===== config.mk =====
export PLATFORM = sky130hd
export DESIGN_NAME = instr_encoder_flat
export DESIGN_NICKNAME = d
export VERILOG_FILES = /design/src/rtl/instr_encoder_if.sv /design/src/rtl/instr_encoder.sv /design/src/flat_wrapper.sv
export SDC_FILE = /design/constraint.sdc
export NUM_CORES = 1
export LEC_CHECK = 0
export ABC_AREA = 1
export ABC_CLOCK_PERIOD_IN_PS = 3900
export BUFFER_PORTS_ARGS = -buffer_cell sky130_fd_sc_hd__buf_2
export CORE_AREA = 5 5 223 138
export DETAILED_ROUTE_END_ITERATION = 7
export DIE_AREA = 0 0 228 143
export PLACE_DENSITY = 0.58
export SETUP_SLACK_MARGIN = 0.05
export SYNTH_ARGS = -nofsm -noshare
export SYNTH_HDL_FRONTEND = slang
export SYNTH_SLANG_ARGS = --single-unit

===== constraint.sdc =====
create_clock -name clk -period 3.9 [get_ports clk]
set_input_delay 0.195 -clock clk [delete_from_list [all_inputs] [get_ports clk]]
set_output_delay 0.195 -clock clk [all_outputs]
set_load 0.01 [all_outputs]

===== src/rtl/instr_encoder_if.sv =====
// instr_encoder_if: field-bundle stream into the encoder and instruction-memory write port out of it
// master: bundle producer / memory (drives in_*, in_valid, mem_ack)
// slave:  encoder (drives in_ready, mem_we, mem_addr, mem_wdata)
interface instr_encoder_if #(parameter int ADDR_W = 32);
    logic              in_valid;
    logic              in_ready;
    logic [3:0]        in_kind;
    logic [4:0]        in_rd;
    logic [4:0]        in_rs1;
    logic [4:0]        in_rs2;
    logic [12:0]       in_imm;
    logic              mem_we;
    logic [ADDR_W-1:0] mem_addr;
    logic [31:0]       mem_wdata;
    logic              mem_ack;
    modport master (
        output in_valid, in_kind, in_rd, in_rs1, in_rs2, in_imm, mem_ack,
        input  in_ready, mem_we, mem_addr, mem_wdata
    );
    modport slave (
        input  in_valid, in_kind, in_rd, in_rs1, in_rs2, in_imm, mem_ack,
        output in_ready, mem_we, mem_addr, mem_wdata
    );
endinterface


===== src/rtl/instr_encoder.sv =====
// instr_encoder: packs RV32I field bundles into machine words and writes them to consecutive memory addresses
// clk/rst_n: clock, async active-low reset; start/base_addr/len: begin a load of len words at base_addr
// bus: valid/ready bundle stream in, mem_we/mem_addr/mem_wdata/mem_ack write port out
// busy: in RUN; done: one-cycle completion pulse; err: sticky illegal-bundle flag for the current load
module instr_encoder #(
    parameter int ADDR_W = 32,
    parameter int LEN_W  = 16
) (
    input  logic              clk,
    input  logic              rst_n,
    input  logic              start,
    input  logic [ADDR_W-1:0] base_addr,
    input  logic [LEN_W-1:0]  len,
    instr_encoder_if.slave    bus,
    output logic              busy,
    output logic              done,
    output logic              err
);
    typedef enum logic [1:0] {IDLE, RUN, DONE} state_t;
    state_t            state;
    logic [ADDR_W-1:0] waddr;
    logic [LEN_W-1:0]  len_r;
    logic [LEN_W-1:0]  issued;
    logic [LEN_W-1:0]  acked;
    logic [3:0]        k;
    logic [12:0]       imm;
    logic              illegal;
    logic              xfer;
    logic              ack;
    logic [2:0]        r_f3;
    logic [2:0]        b_f3;
    logic [6:0]        r_f7;
    logic [31:0]       word;
    assign k    = bus.in_kind;
    assign imm  = bus.in_imm;
    assign busy = state == RUN;
    assign done = state == DONE;
    assign bus.in_ready = state == RUN && issued < len_r && (!bus.mem_we || bus.mem_ack);
    assign xfer = bus.in_valid && bus.in_ready;
    assign ack  = bus.mem_we && bus.mem_ack;
    assign illegal = k > 4'd10
                  || ((k == 4'd5 || k == 4'd6 || k == 4'd7) && imm[12] != imm[11])
                  || (k >= 4'd8 && imm[0]);
    assign r_f3 = k == 4'd2 ? 3'b111 : k == 4'd3 ? 3'b110 : k == 4'd4 ? 3'b010 : 3'b000;
    assign r_f7 = k == 4'd1 ? 7'b0100000 : 7'b0000000;
    assign b_f3 = k == 4'd9 ? 3'b001 : k == 4'd10 ? 3'b100 : 3'b000;
    assign word = illegal     ? 32'h0000_0013
                : k <= 4'd4   ? {r_f7, bus.in_rs2, bus.in_rs1, r_f3, bus.in_rd, 7'b0110011}
                : k == 4'd5   ? {imm[11:0], bus.in_rs1, 3'b000, bus.in_rd, 7'b0010011}
                : k == 4'd6   ? {imm[11:0], bus.in_rs1, 3'b010, bus.in_rd, 7'b0000011}
                : k == 4'd7   ? {imm[11:5], bus.in_rs2, bus.in_rs1, 3'b010, imm[4:0], 7'b0100011}
                :               {imm[12], imm[10:5], bus.in_rs2, bus.in_rs1, b_f3, imm[4:1], imm[11], 7'b1100011};
    // only one write is ever outstanding, so advancing the address per accepted bundle
    // yields the same sequence as advancing it per acknowledge
    always_ff @(posedge clk or negedge rst_n)
        if (!rst_n) begin
            state         <= IDLE;
            waddr         <= '0;
            len_r         <= '0;
            issued        <= '0;
            acked         <= '0;
            err           <= 1'b0;
            bus.mem_we    <= 1'b0;
            bus.mem_addr  <= '0;
            bus.mem_wdata <= '0;
        end else begin
            case (state)
                IDLE: if (start) begin
                    waddr  <= {base_addr[ADDR_W-1:2], 2'b00};
                    len_r  <= len;
                    issued <= '0;
                    acked  <= '0;
                    err    <= 1'b0;
                    state  <= len != '0 ? RUN : DONE;
                end
                RUN: begin
                    if (xfer) begin
                        bus.mem_we    <= 1'b1;
                        bus.mem_addr  <= waddr;
                        bus.mem_wdata <= word;
                        waddr         <= waddr + ADDR_W'(4);
                        issued        <= issued + 1'b1;
                        err           <= err | illegal;
                    end else if (ack)
                        bus.mem_we <= 1'b0;
                    if (ack) begin
                        acked <= acked + 1'b1;
                        if (acked == len_r - 1'b1)
                            state <= DONE;
                    end
                end
                default: state <= IDLE;
            endcase
        end
endmodule


===== src/flat_wrapper.sv =====
// flat-port wrapper written by rule: the top's interface ports become plain ports
module instr_encoder_flat 
#(
    parameter int ADDR_W = 32,
    parameter int LEN_W  = 16
)
  (clk, rst_n, start, base_addr, len, busy, done, err, bus_in_valid, bus_in_kind, bus_in_rd, bus_in_rs1, bus_in_rs2, bus_in_imm, bus_mem_ack, bus_in_ready, bus_mem_we, bus_mem_addr, bus_mem_wdata);
  instr_encoder_if #(.ADDR_W(ADDR_W)) bus_i ();
  input  logic clk;
  input  logic rst_n;
  input  logic start;
  input  logic [ADDR_W-1:0] base_addr;
  input  logic [LEN_W-1:0] len;
  output logic busy;
  output logic done;
  output logic err;
  input wire logic [$bits(bus_i.in_valid)-1:0] bus_in_valid;
  input wire logic [$bits(bus_i.in_kind)-1:0] bus_in_kind;
  input wire logic [$bits(bus_i.in_rd)-1:0] bus_in_rd;
  input wire logic [$bits(bus_i.in_rs1)-1:0] bus_in_rs1;
  input wire logic [$bits(bus_i.in_rs2)-1:0] bus_in_rs2;
  input wire logic [$bits(bus_i.in_imm)-1:0] bus_in_imm;
  input wire logic [$bits(bus_i.mem_ack)-1:0] bus_mem_ack;
  output wire logic [$bits(bus_i.in_ready)-1:0] bus_in_ready;
  output wire logic [$bits(bus_i.mem_we)-1:0] bus_mem_we;
  output wire logic [$bits(bus_i.mem_addr)-1:0] bus_mem_addr;
  output wire logic [$bits(bus_i.mem_wdata)-1:0] bus_mem_wdata;
  assign bus_i.in_valid = bus_in_valid;
  assign bus_i.in_kind = bus_in_kind;
  assign bus_i.in_rd = bus_in_rd;
  assign bus_i.in_rs1 = bus_in_rs1;
  assign bus_i.in_rs2 = bus_in_rs2;
  assign bus_i.in_imm = bus_in_imm;
  assign bus_i.mem_ack = bus_mem_ack;
  assign bus_in_ready = bus_i.in_ready;
  assign bus_mem_we = bus_i.mem_we;
  assign bus_mem_addr = bus_i.mem_addr;
  assign bus_mem_wdata = bus_i.mem_wdata;
  instr_encoder #(.ADDR_W(ADDR_W), .LEN_W(LEN_W)) u_core (.clk(clk), .rst_n(rst_n), .start(start), .base_addr(base_addr), .len(len), .bus(bus_i), .busy(busy), .done(done), .err(err));
endmodule

==> out/qor.txt, run 1 <==
post-synthesis simple-gate area fraction: 33.4%
effective utilization at floorplan: 29.7%
die area: 32600 µm²
Yosys top cell by area: dfrtp_1
DR WL/cell: 15.7 µm
post-synthesis sequential area ratio: 41.8%
DRT antenna net count: 0
placed wire-length estimate: 20000 µm
Cell variety after synth: 36
Worst Tran Pin Value: 0.786 ns
WP data required: 3.70 ns
Slew Limit Fails: 0
Yosys Warn Count: 0
drt first pass iters: 5
Cell Area, Synth: 8440 µm²
RD Place Congestion: 0.930
RSZ-0062 raised after global routing: false
initial antenna violation count: 2
PortBufs: 147
die outline height: 143 µm
Vias: 8211
crit path max fanout: 5
clock sink count: 141
hold crit path type: in2reg
LEAKAGE: 0.00515 µW
Fillers: 3032
clock buffer count from CTS: 17
max cap viols: 0
main combinational cell family by area after synthesis: simple AND/OR/NAND/NOR gates
CTS clk-pin slew, worst paths: 0.06 ns
final worst slack: 1.07 ns
status: finished clean
Die Wd: 228 µm
Vias/cell: 4.77
Peak Freq: 354 MHz
Antenna Cells: 0
Syn Inst Count: 1189
CP startpoint kind: flop
routed wire length: 26900 µm
Worst-Skew Late Latency: 0.43 ns
Pwr Density: 679 nW/µm²
DP Worst Slack: 1.32 ns
complex-gate fraction of the synthesized area: 9.06%
crit path DAT: 2.63 ns
mux cell area share after synthesis: 0%
skew final: 0.0111 ns
syn avg cell area: 7.10 µm²
core area: 28400 µm²
synthesized-area fraction occupied by xor and xnor cells: 5.09%
# resized after CTS: 0
Final Hold Fails: 0
crit path kind: reg2out
row count: 48
setup tns final: 0 ns
Synth Area in Adders: 2.82%
register bit total from synthesis: 141
gr usage total: 16.6%
initial DRC count: 643
minimum clock period: 2.83 ns
post-synth top area share: 41.8%
CTS tree: yes
Max transition margin: 47.4%
DRC: 0
root buffer cell: clkbuf_16
vias in the first global route: 7615
global route total overflow: 0
ranking of synthesized cells by area: dfrtp_1, nand2_1, nand3_1
layout cells sized above 1: 14.6%
period utilisation layout: 72.5%
crit path capture type: primary output
Layout area overhead: 21.5%
Max IR drop VDD: 0.333 mV
# hold bufs at CTS: 13
Post-CTS Setup Bufs: 0
Ports: 154
final setup violation count: 0
H-Tree Level Count: 4
first-pass GRT wire length: 43000 µm
Layout Nets: 1439
largest net degree at the start of global routing: 83
largest buffer count on any clock path: 2
-- Yosys cell counts (all sizes together) --
library cell  count
xor2             37
nor4             14
a21oi            19
a31oi             3
dfrtp           141
a211oi            1
o2111ai           1
xnor2            12
nand3b            3
ha               19
nor2            101
o31ai             4
o21a              1
clkbuf           22
nor3             27
inv             106
o21ai            99
clkinv            4
a21boi            1
conb              1
nand2           425
or2               1
nand3            93
and3              1
nand4            16
buf              25
o211ai           12
-- layout by cell type (no fill, tap or decap), types with 13 or more instances in the layout --
cell type,count
nor3_1,26
buf_2,146
inv_1,103
nand4_1,16
nor4_1,14
o21ai_1,14
o21ai_0,85
dfrtp_1,141
nor2_1,100
ha_1,19
dlygate4sd3_1,13
nand2_1,425
clkbuf_16,17
xor2_1,37
a21oi_1,18
nand3_1,92
-- power by group --
| group | internal [µW] | switching (µW) |
|---|---|---|
| sequential | 1980 | 465 |
| clock | 1030 | 636 |
| combinational | 979 | 1880 |
| total | 3990 | 2980 |
-- per-layer routing --
layer	wire length [µm]	vias to the layer above	global-route usage, %
li1	-	4109	-
met1	14100	3836	25.7
met2	10500	231	22.3
met3	1790	31	4.69
met4	446	4	4.48
met5	27	-	0
-- sequential cells by signal, summed over array words and instances, names as in the netlist --
signal and count:
u_core.bus.mem_addr 30, u_core.waddr 30, u_core.bus.mem_wdata 29, u_core.acked 16, u_core.issued 16, u_core.len_r 16
u_core.state 2, u_core.bus.mem_we 1, u_core.err 1
-- worst max-delay path, stage by stage, from the launching register on --
cell	delay (ns)
dfrtp_1	0.42
inv_1	0.22
ha_1	0.30
a21oi_1	0.17
o21a_1	0.14
nand2_1	0.06
nand2_1	0.06
nand2_1	0.06
a21boi_0	0.52
buf_2	0.27
-- logic make-up after synthesis --
logic type / count (synthesis)
and+or+nand+nor: 681
AOI/OAI and AO/OA: 141
buffers and inverters: 157
xor gates and xnor gates: 49
adders and majority gates: 19
DFF: 141
other: 1
-- area by class of cell --
type                       count  area [µm²]  area share, %
multi-input combinational    894        4280           41.7
sequential                   141        3530           34.4
timing repair buffer         171         967           9.44
tap                          375         469           4.58
clock buffer                  19         453           4.42
inverter                     110         413           4.03
clock inverter                11         144           1.40
-- worst paths after layout --
path	from	endpoint	slack, ns	cells past startpoint
max	u_core.len_r[7]	bus_in_ready	1.07	9
min	len[8]	u_core.len_r[8]	0.02	3
max reg2reg	u_core.len_r[7]	u_core.bus.mem_addr[3]	1.31	11
min reg2reg	u_core.bus.mem_addr[4]	u_core.bus.mem_addr[4]	0.48	2
max in group asynchronous	rst_n	u_core.bus.mem_wdata[28]	2.73	3
min in group asynchronous	rst_n	u_core.len_r[8]	0.31	2
-- through the flow --
step	util (%)	power (µW)	hold slack [ns]	cell area [µm²]	instances
final	36.1	6960	0.0227	10200	1721
after global routing	36.1	7570	0.00754	10200	1721
after CTS	36.1	7030	0.000827	10200	1721
after detailed placement	33.5	5310	0.229	9520	1678
after global placement	33.5	5250	0.231	9520	1678
after floorplan	-	4300	-0.101	8450	1192
Note: power is estimated with default switching activity, not from simulation.
==> inputs of run 2 (changes only) <==
- ABC_AREA: 1 -> 0
- ABC_CLOCK_PERIOD_IN_PS: 3900 -> 2700
- CORE_AREA: 5 5 223 138 -> 5 5 212 132
- DIE_AREA: 0 0 228 143 -> 0 0 217 137
- clock period: 3.9 -> 2.7 ns (I/O delays scaled with it)
==> run 2 against run 1 <==
Net effect:
- utilization grew 2.9 points
- combinational power fell by 66%
- first-iteration DRC count fell by 29%
- power fell by 11%
- clock skew about the same
- synthesized area is 10% lower
- global-route usage shrank 0.85 points
- largest power group is now clock
- sequential power increased by 4%
- critical path depth down 1
- clock-buffer cell count did not move
- critical endpoint is now u_core.state[1]
- wire length decreased by 13%
==> out/qor.txt, run 2 <==
status: finished clean
row count: 46
Syn Inst Count: 883
hold_sp: base_addr[16]
setup tns final: 0 ns
placed insts: 1361
number of synthesized flops with an enable pin: 0
clock sink count: 141
drt first pass iters: 5
vias in the first global route: 6939
effective utilization at floorplan: 29.4%
gr usage total: 15.7%
RD Place Congestion: 0.861
skew final: 0.0112 ns
clock buffer count from CTS: 17
final worst slack: 0.155 ns
placed wire-length estimate: 16900 µm
core area: 25800 µm²
Layout Nets: 1182
Yosys top cell by area: dfrtp_1
Reg-to-Reg Start: u_core.len_r[5]
routed wl met3: 1740 µm
register bit total from synthesis: 141
root buffer cell: clkbuf_16
Max IR drop VDD: 0.357 mV
Final Hold Fails: 0
initial DRC count: 454
critical path's top delay family: simple AND/OR/NAND/NOR gates
DR WL/cell: 16.5 µm
CTS clk-pin slew, worst paths: 0.06 ns
crit path capture type: flop
Vias/cell: 4.96
Fillers: 2609
most numerous cell in the Yosys netlist: nand2_1
leading cell type in the layout, fill and taps excluded: nand2_1
Main synth FF type: dfrtp_1
FF-to-FF setup slack: 0.16 ns
H-Tree Level Count: 4
Max transition margin: 55.9%
syn avg cell area: 8.59 µm²
minimum clock period: 2.54 ns
largest buffer count on any clock path: 2
CTS tree: yes
layout cells sized above 1: 22.5%
cell chain of the critical path: buf_4, nor4_4, nand2_2, or4_1, a211oi_1, a211oi_1, o41ai_2, and3_1
DP Worst Slack: 0.0350 ns
hold crit path type: in2reg
met1 wire length: 12000 µm
R2R depth: 8
CP startpoint kind: flop
initial antenna violation count: 2
Yosys Warn Count: 0
max cap viols: 0
Die Wd: 217 µm
post-synth top area share: 46.5%
crit-path most repeated cell: a211oi_1
post-synthesis simple-gate area fraction: 24.4%
die outline height: 137 µm
final setup violation count: 0
crit path max fanout: 7
ranking of synthesized cells by area: dfrtp_1, nand2_1, a21oi_1
Finished Layout Cells: 1427
most instantiated cells after synthesis: nand2_1, dfrtp_1, nor2_1
crit path kind: reg2reg
Fin Hold WS: 0.0266 ns
highest routed layer: met5
post-synthesis sequential area ratio: 46.5%
Slew Limit Fails: 0
RSZ-0062 raised after global routing: false
FF-to-FF End: u_core.state[1]
DRT antenna net count: 0
Worst-Skew Late Latency: 0.43 ns
die area: 29700 µm²
Cell Area, Synth: 7590 µm²
delay of the slowest critical-path stage: 0.44 ns
Ports: 154
period utilisation layout: 94.3%
largest net degree at the start of global routing: 66
Pwr Density: 614 nW/µm²
crit path DAT: 2.91 ns
WP data required: 3.06 ns
DRC: 0
main combinational cell family by area after synthesis: simple AND/OR/NAND/NOR gates
Worst setup endpoint: u_core.state[1]
crit path buf inv count: 1
Cell variety after synth: 57
crit path from: u_core.len_r[5]
Peak Freq: 393 MHz
Slowest cell on crit path: o41ai_2
Synth Area in Adders: 3.13%
global route total overflow: 0
Worst Tran Pin Value: 0.659 ns
Largest regs: u_core.bus.mem_addr x30, u_core.waddr x30, u_core.bus.mem_wdata x29
WP depth: 8
Vias: 7080
first-pass GRT wire length: 37200 µm
synthesized-area fraction occupied by xor and xnor cells: 5.42%
Post-synth ARST share: 100%
PortBufs: 147
complex-gate fraction of the synthesized area: 14.8%
Pwr Total: 6180 µW
Layout area overhead: 32.6%
LEAKAGE: 0.00489 µW
routed wire length: 23600 µm
Antenna Cells: 0
mux cell area share after synthesis: 1.58%
most frequent cells in the layout: nand2_1, buf_2, dfrtp_1, nor2_1, a21oi_1
routed wl met2: 9560 µm
[run 2: area by class of cell]
type / instances / area [µm²] / share of cell area, %
multi-input combinational: 671 / 3840 / 38.1
clock inverter: 13 / 213 / 2.11
inverter: 24 / 90.1 / 0.895
sequential: 141 / 3530 / 35.1
tap: 336 / 420 / 4.18
clock buffer: 19 / 443 / 4.40
timing repair buffer: 223 / 1530 / 15.2
[run 2: through the flow]
step	util [%]	cell area, µm²
finish	38.9	10100
floorplan	-	7600
global placement	34.6	8940
CTS	38.4	9920
global route	38.9	10100
detailed placement	34.6	8940
[run 2: how the worst min path moves through the flow]
| stage | endpoint | slack, ns | depth (start not counted) |
|---|---|---|---|
| after global routing | u_core.waddr[16] | 0.02 | 3 |
| after global placement | u_core.bus.mem_wdata[18] | 0.14 | 1 |
| after CTS | u_core.waddr[16] | 0.006 | 3 |
| after floorplan | u_core.acked[0] | -0.16 | 0 |
| after detailed placement | u_core.bus.mem_wdata[18] | 0.14 | 1 |
| final | u_core.waddr[16] | 0.03 | 3 |
[run 2: per-layer routing]
metal  up-vias  GRT usage (%)
met5         -              0
met4         4           3.86
met1      3379           23.4
li1       3463              -
met2       201           21.8
met3        33           5.31
[run 2: cells by family (layout without fill, tap and decap cells)]
group / Yosys count / count (layout)
buf+inv: 74 / 279
simple gates: 409 / 409
other cells: 1 / 4
compound gates: 180 / 180
flops: 141 / 141
mux: 12 / 12
fa+ha+maj: 19 / 19
xor+xnor: 47 / 47
[run 2: where the power goes]
group	total [µW]	switching [µW]	internal (µW)
logic	968	527	440
clock network	2670	999	1670
registers	2540	219	2320
[run 2: repair_timing]
action / 4_1_cts / 5_1_grt
endpoints found under the hold margin: 82 / 0
setup buffers: 1 / 1
resized for setup: 3 / 17
setup endpoints to repair: 11 / 53
pin swaps: 1 / 7
hold buffers: 30 / 0
gates cloned: 0 / 2
[run 2: tightest hold or removal path: cells and delay by family]
family / cells / cell delay (ns)
AO/OA/AOI/OAI: 2 / 0.18
buffers and inverters: 1 / 0.10
==> inputs of run 3 (changes only) <==
- ABC_CLOCK_PERIOD_IN_PS: 2700 -> 2600
- RECOVER_POWER: unset -> 50
- clock period: 2.7 -> 2.6 ns (I/O delays scaled with it)
==> run 3 against run 2 <==
Net effect:
- the run now ends with capacitance limit, slew limit left
- register-to-register slack worse by 0.06 ns
- global-route usage down 0.12 points
- first-iteration DRC count decreased by 30%
- sequential power grew 4%
- critical endpoint is now u_core.waddr[2]
==> out/qor.txt, run 3 (synthesis gave the netlist of run 2 again) <==
status: finished, violations left
failing checks: capacitance limit, slew limit
drt first pass iters: 4
FF+latch area: 3530 µm²
hold depth: 3
Worst-Skew Late Latency: 0.43 ns
crit path max fanout: 31
Fillers: 2599
layout cells sized above 1: 19.2%
DR WL/cell: 15.9 µm
Max IR drop VDD: 0.492 mV
Layout area overhead: 34.3%
die area: 29700 µm²
Pwr Total: 6150 µW
initial DRC count: 317
hold_sp: base_addr[9]
DRC: 0
first-pass GRT wire length: 36900 µm
die outline height: 137 µm
LEAKAGE: 0.00478 µW
vias in the first global route: 6994
final setup violation count: 0
Reg-to-Reg Start: u_core.issued[11]
Post-DP Area: 9120 µm²
minimum clock period: 2.51 ns
Max transition margin: -11.8%
RSZ-0062 raised after global routing: true
hold crit path type: in2reg
Antenna Cells: 0
Layout Nets: 1208
Final Cell Area: 10200 µm²
clock sink count: 141
routed wire length: 23100 µm
global route total overflow: 0
gr usage total: 15.6%
FF-to-FF End: u_core.waddr[2]
placed wire-length estimate: 16900 µm
row count: 46
skew final: 0.00652 ns
initial antenna violation count: 2
crit path DAT: 2.83 ns
Vias: 7122
PortBufs: 147
Largest regs: u_core.bus.mem_addr x30, u_core.waddr x30, u_core.bus.mem_wdata x29
crit path kind: reg2reg
clock buffer count from CTS: 17
leading cell type in the layout, fill and taps excluded: nand2_1
Worst Tran Pin Value: 1.68 ns
CP startpoint kind: flop
largest net degree at the start of global routing: 62
CTS clk-pin slew, worst paths: 0.06 ns
crit path capture type: flop
core area: 25800 µm²
most frequent cells in the layout: nand2_1, dfrtp_1, buf_2, nor2_1, clkbuf_1
Worst Hold End: u_core.waddr[9]
Final Hold Fails: 0
period utilisation layout: 96.5%
largest buffer count on any clock path: 2
CTS tree: yes
root buffer cell: clkbuf_16
max cap viols: 1
DRT antenna net count: 0
Ports: 154
effective utilization at floorplan: 29.4%
FF-to-FF setup slack: 0.09 ns
WP data required: 2.92 ns
Peak Freq: 399 MHz
RD Place Congestion: 0.861
Die Wd: 217 µm
Vias/cell: 4.91
H-Tree Level Count: 4
setup tns final: 0 ns
Pwr Density: 604 nW/µm²
R2R depth: 8
Slew Limit Fails: 61
area of the multi-input gates: 3870 µm²
[run 3: routing by layer]
| metal | wire [µm] | vias to the layer above | global-route usage (%) | part of all wire, % |
|---|---|---|---|---|
| met2 | 9180 | 201 | 21.2 | 40 |
| met5 | 34 | - | 0 | 0.15 |
| met4 | 517 | 4 | 6.03 | 2.2 |
| met3 | 1490 | 42 | 4.55 | 6.5 |
| li1 | - | 3516 | - | - |
| met1 | 11800 | 3359 | 23.2 | 51 |
[run 3: metrics by stage]
step                      worst slack (ns)  hold slack, ns  std cells  util [%]
after global routing               0.00199          0.0294       1451      39.4
after CTS                           0.0280        0.000156       1445      39.2
final                               0.0912          0.0212       1451      39.4
after global placement              0.0673           0.162       1378      35.3
after floorplan                     0.0573          -0.166        886         -
after detailed placement           0.00231           0.165       1378      35.3
[run 3: cell type report]
| type | instances | area share, % |
|---|---|---|
| clock buffers | 21 | 4.71 |
| clock inverters | 9 | 1.10 |
| repair buffers | 249 | 16.6 |
| flip-flops and latches | 141 | 34.6 |
| well taps | 336 | 4.13 |
| inverters | 24 | 0.884 |
| multi-input cells | 671 | 38.0 |
[run 3: repair_timing]
action | 4_1_cts | 5_1_grt
resized for setup | 7 | 17
setup endpoints to repair | 31 | 87
hold buffers | 33 | 0
endpoints found under the hold margin | 93 | 0
pin swaps | 4 | 12
gates cloned | 1 | 1
buffers inserted | 3 | 5
[run 3: worst max path at each step]
| stage | start | endpoint | slack (ns) |
|---|---|---|---|
| global placement | u_core.len_r[13] | u_core.waddr[24] | 0.07 |
| finish | u_core.issued[11] | u_core.waddr[2] | 0.09 |
| floorplan | u_core.len_r[7] | u_core.issued[10] | 0.06 |
| detailed placement | u_core.len_r[13] | u_core.bus.mem_wdata[31] | 0.002 |
| global route | u_core.issued[8] | u_core.waddr[16] | 0.002 |
| CTS | u_core.issued[7] | bus_in_ready | 0.03 |
[run 3: worst max-delay path, stage by stage, from the launching register on]
cell,delay (ns)
dfrtp_2,0.44
ha_4,0.28
nand4_1,0.13
or4_4,0.55
o21ai_0,0.28
o21ai_2,0.12
buf_12,0.19
and3_1,0.18
a211o_1,0.21
[run 3: report_power, final]
part | switching, µW | leakage (µW) | internal [µW] | total [µW]
combinational | 564 | 0.00271 | 459 | 1020
sequential | 224 | 0.00178 | 2410 | 2640
clock | 991 | 0.000279 | 1500 | 2490
